## src/rtl/matmul_host_ctrl.sv

```systemverilog
// matmul_host_ctrl
// Host-side initiator for the 8x8 systolic matrix-multiplication block.
// Loads A then B rows from an input stream into the A/B BRAMs, runs the
// multiply until done_mat_mul, then reads C back through a 3-entry output
// FIFO onto a valid/ready output stream.
//
// Ports
//   clk, reset_n                     clock, async active-low reset
//   go, abort                        job start (IDLE only) / return to IDLE
//   in_valid/in_ready/in_data        A-then-B row stream (4*DWIDTH)
//   out_valid/out_ready/out_data     C row stream (4*DWIDTH)
//   busy, done, err                  status: not idle / last pop / timeout
//   enable_writing_to_mem, enable_reading_from_mem,
//   we_a, we_b, we_c, start_mat_mul  registered memory/control strobes
//   addr_pi, data_pi                 registered BRAM address / write data
//   done_mat_mul                     compute complete
//   data_from_out_mat                C read data, 1 cycle after addr_pi
module matmul_host_ctrl #(
  parameter int DWIDTH         = 16,
  parameter int AWIDTH         = 7,
  parameter int NUM_A_WORDS    = 8,
  parameter int NUM_B_WORDS    = 8,
  parameter int NUM_C_WORDS    = 4,
  parameter int TIMEOUT_CYCLES = 1024
) (
  input  logic                clk,
  input  logic                reset_n,
  input  logic                go,
  input  logic                abort,
  input  logic                in_valid,
  output logic                in_ready,
  input  logic [4*DWIDTH-1:0] in_data,
  output logic                out_valid,
  input  logic                out_ready,
  output logic [4*DWIDTH-1:0] out_data,
  output logic                busy,
  output logic                done,
  output logic                err,
  output logic                enable_writing_to_mem,
  output logic                enable_reading_from_mem,
  output logic                we_a,
  output logic                we_b,
  output logic                we_c,
  output logic                start_mat_mul,
  output logic [AWIDTH-1:0]   addr_pi,
  output logic [4*DWIDTH-1:0] data_pi,
  input  logic                done_mat_mul,
  input  logic [4*DWIDTH-1:0] data_from_out_mat
);

  localparam int WW    = 4 * DWIDTH;
  localparam int MAXW0 = (NUM_A_WORDS > NUM_B_WORDS) ? NUM_A_WORDS : NUM_B_WORDS;
  localparam int MAXW  = (MAXW0 > NUM_C_WORDS) ? MAXW0 : NUM_C_WORDS;
  localparam int CW    = $clog2(MAXW + 1);
  localparam int TW    = (TIMEOUT_CYCLES > 2) ? $clog2(TIMEOUT_CYCLES) : 1;

  localparam logic [CW-1:0] LAST_A   = CW'(NUM_A_WORDS - 1);
  localparam logic [CW-1:0] LAST_B   = CW'(NUM_B_WORDS - 1);
  localparam logic [CW-1:0] LAST_C   = CW'(NUM_C_WORDS - 1);
  localparam logic [CW-1:0] NUM_C    = CW'(NUM_C_WORDS);
  localparam logic [TW-1:0] TMO_LAST = TW'(TIMEOUT_CYCLES - 1);

  typedef enum logic [2:0] {
    S_IDLE, S_LOAD_A, S_LOAD_B, S_START, S_COMPUTE, S_DRAIN, S_ERR
  } state_t;

  state_t            r_state;
  logic [CW-1:0]     r_cnt;       // load word index
  logic [CW-1:0]     r_rd_cnt;    // C reads issued
  logic [CW-1:0]     r_pop_cnt;   // C words delivered
  logic [TW-1:0]     r_tmo;
  logic              r_err, r_en_wr, r_en_rd, r_we_a, r_we_b, r_we_c, r_start;
  logic [AWIDTH-1:0] r_addr;
  logic [WW-1:0]     r_data;
  logic              r_rd_issue;  // addr_pi currently carries a C read
  logic              r_rd_pend;   // data_from_out_mat carries read data now
  logic [WW-1:0]     r_fifo [3];
  logic [1:0]        r_wr_ptr, r_rd_ptr, r_fcnt;

  logic       w_pop, w_push, w_issue;
  logic [2:0] w_committed;

  // NOTE: every always_comb output gets a value on every path so no latch is inferred.
  always_comb begin
    w_pop  = (r_fcnt != 2'd0) && out_ready;
    w_push = r_rd_pend;
    // FIFO slots already spoken for after this cycle's pop; a new read is
    // only issued while that stays below the 3-entry depth, so data that is
    // in flight always has somewhere to land even if out_ready stays low.
    w_committed = 3'(r_fcnt) - 3'(w_pop) + 3'(r_rd_issue) + 3'(r_rd_pend);
    w_issue = (r_state == S_DRAIN) && (r_rd_cnt < NUM_C) && (w_committed < 3'd3);
  end

  // NOTE: sequential state uses non-blocking assignments only, so every
  // register samples the pre-edge value of every other register.
  always_ff @(posedge clk or negedge reset_n) begin
    if (!reset_n) begin
      r_state    <= S_IDLE;
      r_cnt      <= '0;
      r_rd_cnt   <= '0;
      r_pop_cnt  <= '0;
      r_tmo      <= '0;
      r_err      <= 1'b0;
      r_en_wr    <= 1'b0;
      r_en_rd    <= 1'b0;
      r_we_a     <= 1'b0;
      r_we_b     <= 1'b0;
      r_we_c     <= 1'b0;
      r_start    <= 1'b0;
      r_addr     <= '0;
      r_data     <= '0;
      r_rd_issue <= 1'b0;
      r_rd_pend  <= 1'b0;
      r_wr_ptr   <= '0;
      r_rd_ptr   <= '0;
      r_fcnt     <= '0;
      // NOTE: the FIFO storage is reset because its head drives out_data,
      // which must read 0 out of reset; it is only three words.
      for (int i = 0; i < 3; i++) r_fifo[i] <= '0;
    end else if (abort) begin
      r_state    <= S_IDLE;
      r_cnt      <= '0;
      r_rd_cnt   <= '0;
      r_pop_cnt  <= '0;
      r_tmo      <= '0;
      r_err      <= 1'b0;
      r_en_wr    <= 1'b0;
      r_en_rd    <= 1'b0;
      r_we_a     <= 1'b0;
      r_we_b     <= 1'b0;
      r_we_c     <= 1'b0;
      r_start    <= 1'b0;
      r_rd_issue <= 1'b0;
      r_rd_pend  <= 1'b0;
      r_wr_ptr   <= '0;
      r_rd_ptr   <= '0;
      r_fcnt     <= '0;
      for (int i = 0; i < 3; i++) r_fifo[i] <= '0;
    end else begin
      // Strobes are single-cycle unless the current state re-asserts them.
      r_en_wr    <= 1'b0;
      r_en_rd    <= 1'b0;
      r_we_a     <= 1'b0;
      r_we_b     <= 1'b0;
      r_we_c     <= 1'b0;
      r_start    <= 1'b0;
      r_rd_issue <= 1'b0;

      case (r_state)
        S_IDLE: begin
          if (go) begin
            r_state <= S_LOAD_A;
            r_cnt   <= '0;
          end
        end
        S_LOAD_A, S_LOAD_B: begin
          if (in_valid) begin
            r_en_wr <= 1'b1;
            r_we_a  <= (r_state == S_LOAD_A);
            r_we_b  <= (r_state == S_LOAD_B);
            r_addr  <= AWIDTH'(r_cnt);
            r_data  <= in_data;
            if (r_state == S_LOAD_A && r_cnt == LAST_A) begin
              r_state <= S_LOAD_B;
              r_cnt   <= '0;
            end else if (r_state == S_LOAD_B && r_cnt == LAST_B) begin
              r_state <= S_START;
              r_cnt   <= '0;
            end else begin
              r_cnt <= r_cnt + 1'b1;
            end
          end
        end
        S_START: begin
          r_state <= S_COMPUTE;
          r_start <= 1'b1;
          r_we_c  <= 1'b1;
          r_tmo   <= '0;
        end
        S_COMPUTE: begin
          if (done_mat_mul) begin
            r_state   <= S_DRAIN;
            r_en_rd   <= 1'b1;
            r_rd_cnt  <= '0;
            r_pop_cnt <= '0;
          end else if (r_tmo == TMO_LAST) begin
            r_state <= S_ERR;
            r_err   <= 1'b1;
          end else begin
            r_start <= 1'b1;
            r_we_c  <= 1'b1;
            r_tmo   <= r_tmo + 1'b1;
          end
        end
        S_DRAIN: begin
          if (w_pop && r_pop_cnt == LAST_C) begin
            r_state <= S_IDLE;
          end else begin
            r_en_rd <= 1'b1;
          end
          if (w_issue) begin
            r_addr     <= AWIDTH'(r_rd_cnt);
            r_rd_issue <= 1'b1;
            r_rd_cnt   <= r_rd_cnt + 1'b1;
          end
        end
        S_ERR: ;
        default: r_state <= S_IDLE;
      endcase

      // Read pipeline and output FIFO.
      r_rd_pend <= r_rd_issue;
      if (w_push) begin
        r_fifo[r_wr_ptr] <= data_from_out_mat;
        r_wr_ptr         <= (r_wr_ptr == 2'd2) ? 2'd0 : r_wr_ptr + 2'd1;
      end
      if (w_pop) begin
        r_rd_ptr  <= (r_rd_ptr == 2'd2) ? 2'd0 : r_rd_ptr + 2'd1;
        r_pop_cnt <= r_pop_cnt + 1'b1;
      end
      r_fcnt <= r_fcnt + 2'(w_push) - 2'(w_pop);
    end
  end

  assign in_ready                = (r_state == S_LOAD_A) || (r_state == S_LOAD_B);
  assign busy                    = (r_state != S_IDLE);
  assign out_valid               = (r_fcnt != 2'd0);
  assign out_data                = r_fifo[r_rd_ptr];
  assign done                    = (r_state == S_DRAIN) && w_pop && (r_pop_cnt == LAST_C);
  assign err                     = r_err;
  assign enable_writing_to_mem   = r_en_wr;
  assign enable_reading_from_mem = r_en_rd;
  assign we_a                    = r_we_a;
  assign we_b                    = r_we_b;
  assign we_c                    = r_we_c;
  assign start_mat_mul           = r_start;
  assign addr_pi                 = r_addr;
  assign data_pi                 = r_data;

endmodule

```

## config.mk

```make
export PLATFORM = sky130hd
export DESIGN_NAME = matmul_host_ctrl
export DESIGN_NICKNAME = d
export VERILOG_FILES = /design/src/rtl/matmul_host_ctrl.sv
export SDC_FILE = /design/constraint.sdc
export NUM_CORES = 1
export LEC_CHECK = 0
export CORE_ASPECT_RATIO = 0.6
export CORE_MARGIN = 1.5
export CORE_UTILIZATION = 46
export DETAILED_ROUTE_END_ITERATION = 6
export GPL_TIMING_DRIVEN = 0
export PLACE_DENSITY = 0.77
export SKIP_CTS_REPAIR_TIMING = 1
export SLEW_MARGIN = 20
export SYNTH_ARGS = -nofsm -noshare
export SYNTH_HDL_FRONTEND = slang
export SYNTH_SLANG_ARGS = --single-unit
```

## constraint.sdc

```tcl
create_clock -name clk -period 2.93 [get_ports clk]
set_input_delay 0.879 -clock clk [delete_from_list [all_inputs] [get_ports clk]]
set_output_delay 0.879 -clock clk [all_outputs]
set_load 0.05 [all_outputs]
```

==> results.rst <==
.. list-table::
   :header-rows: 1

   * - Metric
     - Value
   * - Critical R2R Capture
     - addr_pi[0]
   * - Area share of the largest cell type after synthesis
     - between 50% and 60%
   * - Cts bufs inserted
     - 29
   * - Total I/O pin count
     - 281
   * - MaxCap Viol Count
     - 0
   * - Path category of the worst min-delay check
     - in -> async
   * - Effective utilization at floorplan
     - between 40% and 50%
   * - Number of nets with antenna violations after detailed routing
     - 0
   * - DP Wirelength
     - 24,320 µm
   * - Count of standard-cell rows
     - 47
   * - Number of global-route vias before repair
     - roughly 9,900
   * - R2r setup slk
     - 0.11 ns
   * - Area growth syn-to-layout
     - 34.34%
   * - Crit path kind
     - reg -> out
   * - Number of flops mapped to enable cells by yosys
     - 0
   * - Via count of the routed design
     - 9,902
   * - Highest-count cells in the layout ignoring fill and taps
     - dfrtp_1 (297), clkdlybuf4s50_1 (206), a22o_1 (193)
   * - Arrival time of data at the critical path endpoint
     - 2.05 ns
   * - Residual overflow from global routing
     - 0
   * - Share of synthesized registers carrying an async set or reset
     - between 90% and 100%
   * - Clock tree from TritonCTS
     - yes
   * - Instance count on the critical path
     - 7
   * - Post-synthesis sequential element count
     - roughly 300
   * - Unrepaired setup endpoints after global routing
     - true
   * - Synthesis warning total
     - 0
   * - Final Hold Vio Count
     - 0
   * - Cell chosen for the clock root
     - clkbuf_16
   * - Worst setup margin
     - -0.00006173 ns
   * - Fmax
     - about 0.34 GHz
   * - Violation count after the first detailed-route iteration
     - 660
   * - Pins over their slew limit
     - 0
   * - Largest clock skew in the final design
     - 0.01929 ns
   * - Worst skew pair latency
     - 0.56 ns
   * - Mapped Avg Cell Area
     - about 13 µm²
   * - Average detailed-routed wire length per instance
     - around 20 µm
   * - Transition at the pin with the smallest max-transition slack
     - between 0.8 and 0.9 ns
   * - Die width
     - roughly 220 µm
   * - Gr usage total
     - 24.17%
   * - First-pass GRT wire length
     - 55,440 µm
   * - Worst-case reg-to-reg path depth
     - 10
   * - Most used flip-flop cell after synthesis
     - dfrtp_1
   * - Failing checks
     - negative setup slack
   * - Master of the slowest instance on the critical path
     - dfrtp_2
   * - Final Setup Violations
     - 1
   * - Peak supply drop
     - between 0.8 and 0.9 mV
   * - Number of optimization iterations in the first detailed-route pass
     - 5
   * - CP Launch Point
     - r_rd_ptr[0]
   * - Power per cell area
     - about 820 nW/µm²
   * - Post-detailed-routing wire length
     - between 30,000 and 40,000 µm
   * - Number of instances in the synthesized netlist
     - approximately 1,000
   * - Top fanout value on the critical path
     - 10
   * - Final Critical Period
     - around 2.9 ns
   * - Clock transition at path regs
     - approximately 0.06 ns
   * - Seq/Total Area, Yosys
     - ~60%
   * - Die height
     - between 100 and 150 µm
   * - Slowest cell delay on critical path
     - between 0.3 and 0.4 ns
   * - CTS H-tree lvls
     - 1
   * - Req. time, crit path
     - slightly above 2 ns
   * - Final weighted congestion of routability-driven global placement
     - between 0.8 and 0.9
   * - Critical path buffers and inverters
     - 4
   * - Post-layout instance count excluding filler cells
     - approximately 1,700
   * - Share of cells above drive strength 1
     - 20.94%
   * - Mapped Area
     - roughly 13,000 µm²
   * - Area of the die
     - around 29,000 µm²
   * - Count of different cell masters after synthesis
     - 57
   * - Critical Path Source Type
     - flop
   * - Antenna violations before repair
     - 2
   * - Port bufs
     - between 200 and 300
   * - Crit path max-delay family
     - buffers and inverters
   * - Post-synthesis cell type with the largest combined area
     - dfrtp_1
   * - Status
     - finished, violations left
   * - Core box area
     - approximately 27,000 µm²
   * - Headroom to the max-slew limit
     - between 40% and 50%
   * - Count of clock tree sinks
     - between 200 and 300
   * - CTS Buffer Depth
     - 3
   * - Setup crit end kind
     - primary output
   * - DP Cell Count
     - approximately 1,700
   * - Most common cell after layout, fill and taps aside
     - dfrtp_1
   * - Pin count of the biggest net entering global routing
     - just under 100
   * - Beginning of the worst register-to-register path
     - r_fcnt[1]
   * - Number of nets in the layout
     - 1,478
   * - Vias per inst
     - approximately 5.7
   * - Final cycle utilization of the critical path
     - 100.0%
   * - Static leakage power
     - around 7.6 nW
   * - Cell-by-cell trace of the critical path
     - buf_4 -> nor2b_4 -> buf_6 -> buf_6 -> nand2_1 -> o21ai_1 -> buf_4
   * - Sum of negative setup slack
     - -0.00006173 ns
   * - Leading post-synthesis cells by cell area
     - dfrtp_1 (58%), a22o_1 (13%), mux2_2 (6.5%)
   * - Number of remaining DRC errors
     - 0
## how the worst max path moves through the flow
| stage | end | slack [ns] |
|---|---|---|
| finish | out_data[5] | -0.00006 |
| global route | out_data[5] | -0.08 |
| CTS | out_data[4] | -1.52 |
| detailed placement | out_data[4] | -0.93 |
| global placement | data_pi[48] | -11.91 |
| floorplan | addr_pi[0] | -0.05 |
## cell usage after synthesis, types with 2 or more instances
cell and n:
inv_1 14, mux2i_1 66, a22o_1 193, nor2_1 18, ha_1 7, nand3_1 13, a211oi_1 2, o211ai_1 3
a31oi_1 10, buf_4 8, o31ai_1 3, o21ai_0 73, nor2b_1 6, buf_2 34, fa_1 2, o21a_1 2
nor4_4 2, mux2_2 74, xnor2_1 4, inv_2 2, nor3_1 9, xor2_1 3, nand2_1 87, buf_1 5
nand2b_1 4, clkbuf_1 30, buf_6 3, nand4_1 2, or3_1 4, nand3b_1 3, a21oi_1 9, a32o_1 2
dfrtp_1 299, and3_1 2
## power by group
part           switching (W)  total [W]  internal, W  leakage [nW]
Sequential          0.000311    0.00499      0.00468          4.03
Combinational        0.00333    0.00525      0.00192          3.13
Clock                0.00161    0.00379      0.00219         0.474
## area by class of cell
type,count,area [µm²]
Fill cell,2130,10260
Sequential cell,299,7485
Multi-Input combinational cell,628,4994
Timing Repair Buffer,281,2728
Clock buffer,46,899.6
Buffer,79,500.5
Tap cell,367,459.2
Clock inverter,7,68.82
Inverter,16,62.56
Antenna cell,1,2.502
## cell families (layout without fill, tap and decap cells)
| family | Yosys count | after routing | synth area share, % |
|---|---|---|---|
| adders and majority gates | 9 | 9 | 0.9969 |
| other | 1 | 4 | 0.02929 |
| DFF | 299 | 299 | 58.44 |
| AOI/OAI and AO/OA | 305 | 305 | 18.22 |
| and+or+nand+nor | 164 | 164 | 6.607 |
| muxes | 140 | 140 | 11.67 |
| xor gates and xnor gates | 7 | 7 | 0.4789 |
| buffers and inverters | 96 | 429 | 3.557 |
## metrics by stage
step                util (%)  hold WS, ns  power (W)  worst slack [ns]  cell area [µm²]
CTS                    62.42       0.2275    0.01405            -1.520            17140
detailed placement     58.90       0.4806    0.01024           -0.9280            16170
global placement       58.55       0.4809    0.01014            -11.91            16080
global route           62.62       0.2439    0.01458          -0.08256            17200
floorplan                  -       0.4652   0.008341          -0.04724            12860
finish                 62.63       0.2161    0.01404       -0.00006173            17200
## sequential cells by signal (all words and copies together) (netlist names)
name                     flops
r_pop_cnt                    4
start_mat_mul                1
r_rd_cnt                     4
r_state                      3
r_cnt                        4
r_wr_ptr                     2
we_a                         1
r_fifo                     192
we_b                         1
r_rd_issue                   1
data_pi                     64
r_tmo                       10
err                          1
enable_writing_to_mem        1
r_rd_ptr                     2
r_rd_pend                    1
addr_pi                      4
r_fcnt                       2
enable_reading_from_mem      1
## worst reg2reg max path, delay by kind of cell, from the launching register on
family | cells | cell delay [ns]
AND/OR/NAND/NOR | 2 | 0.31
AO/OA/AOI/OAI | 2 | 0.48
flip-flops | 1 | 0.44
multiplexers | 1 | 0.37
adder cells (fa/ha/maj) | 3 | 0.97
buffers and inverters | 2 | 0.15
## metal layers
metal / wire (µm) / up-vias / track usage [%]
li1: - / 4407 / -
met1: 16560 / 5060 / 37.66
met2: 14830 / 382 / 33.86
met3: 2954 / 51 / 5.975
met4: 754 / 2 / 4.981
met5: 10 / - / 0
Power figures use the tool's default switching activity.
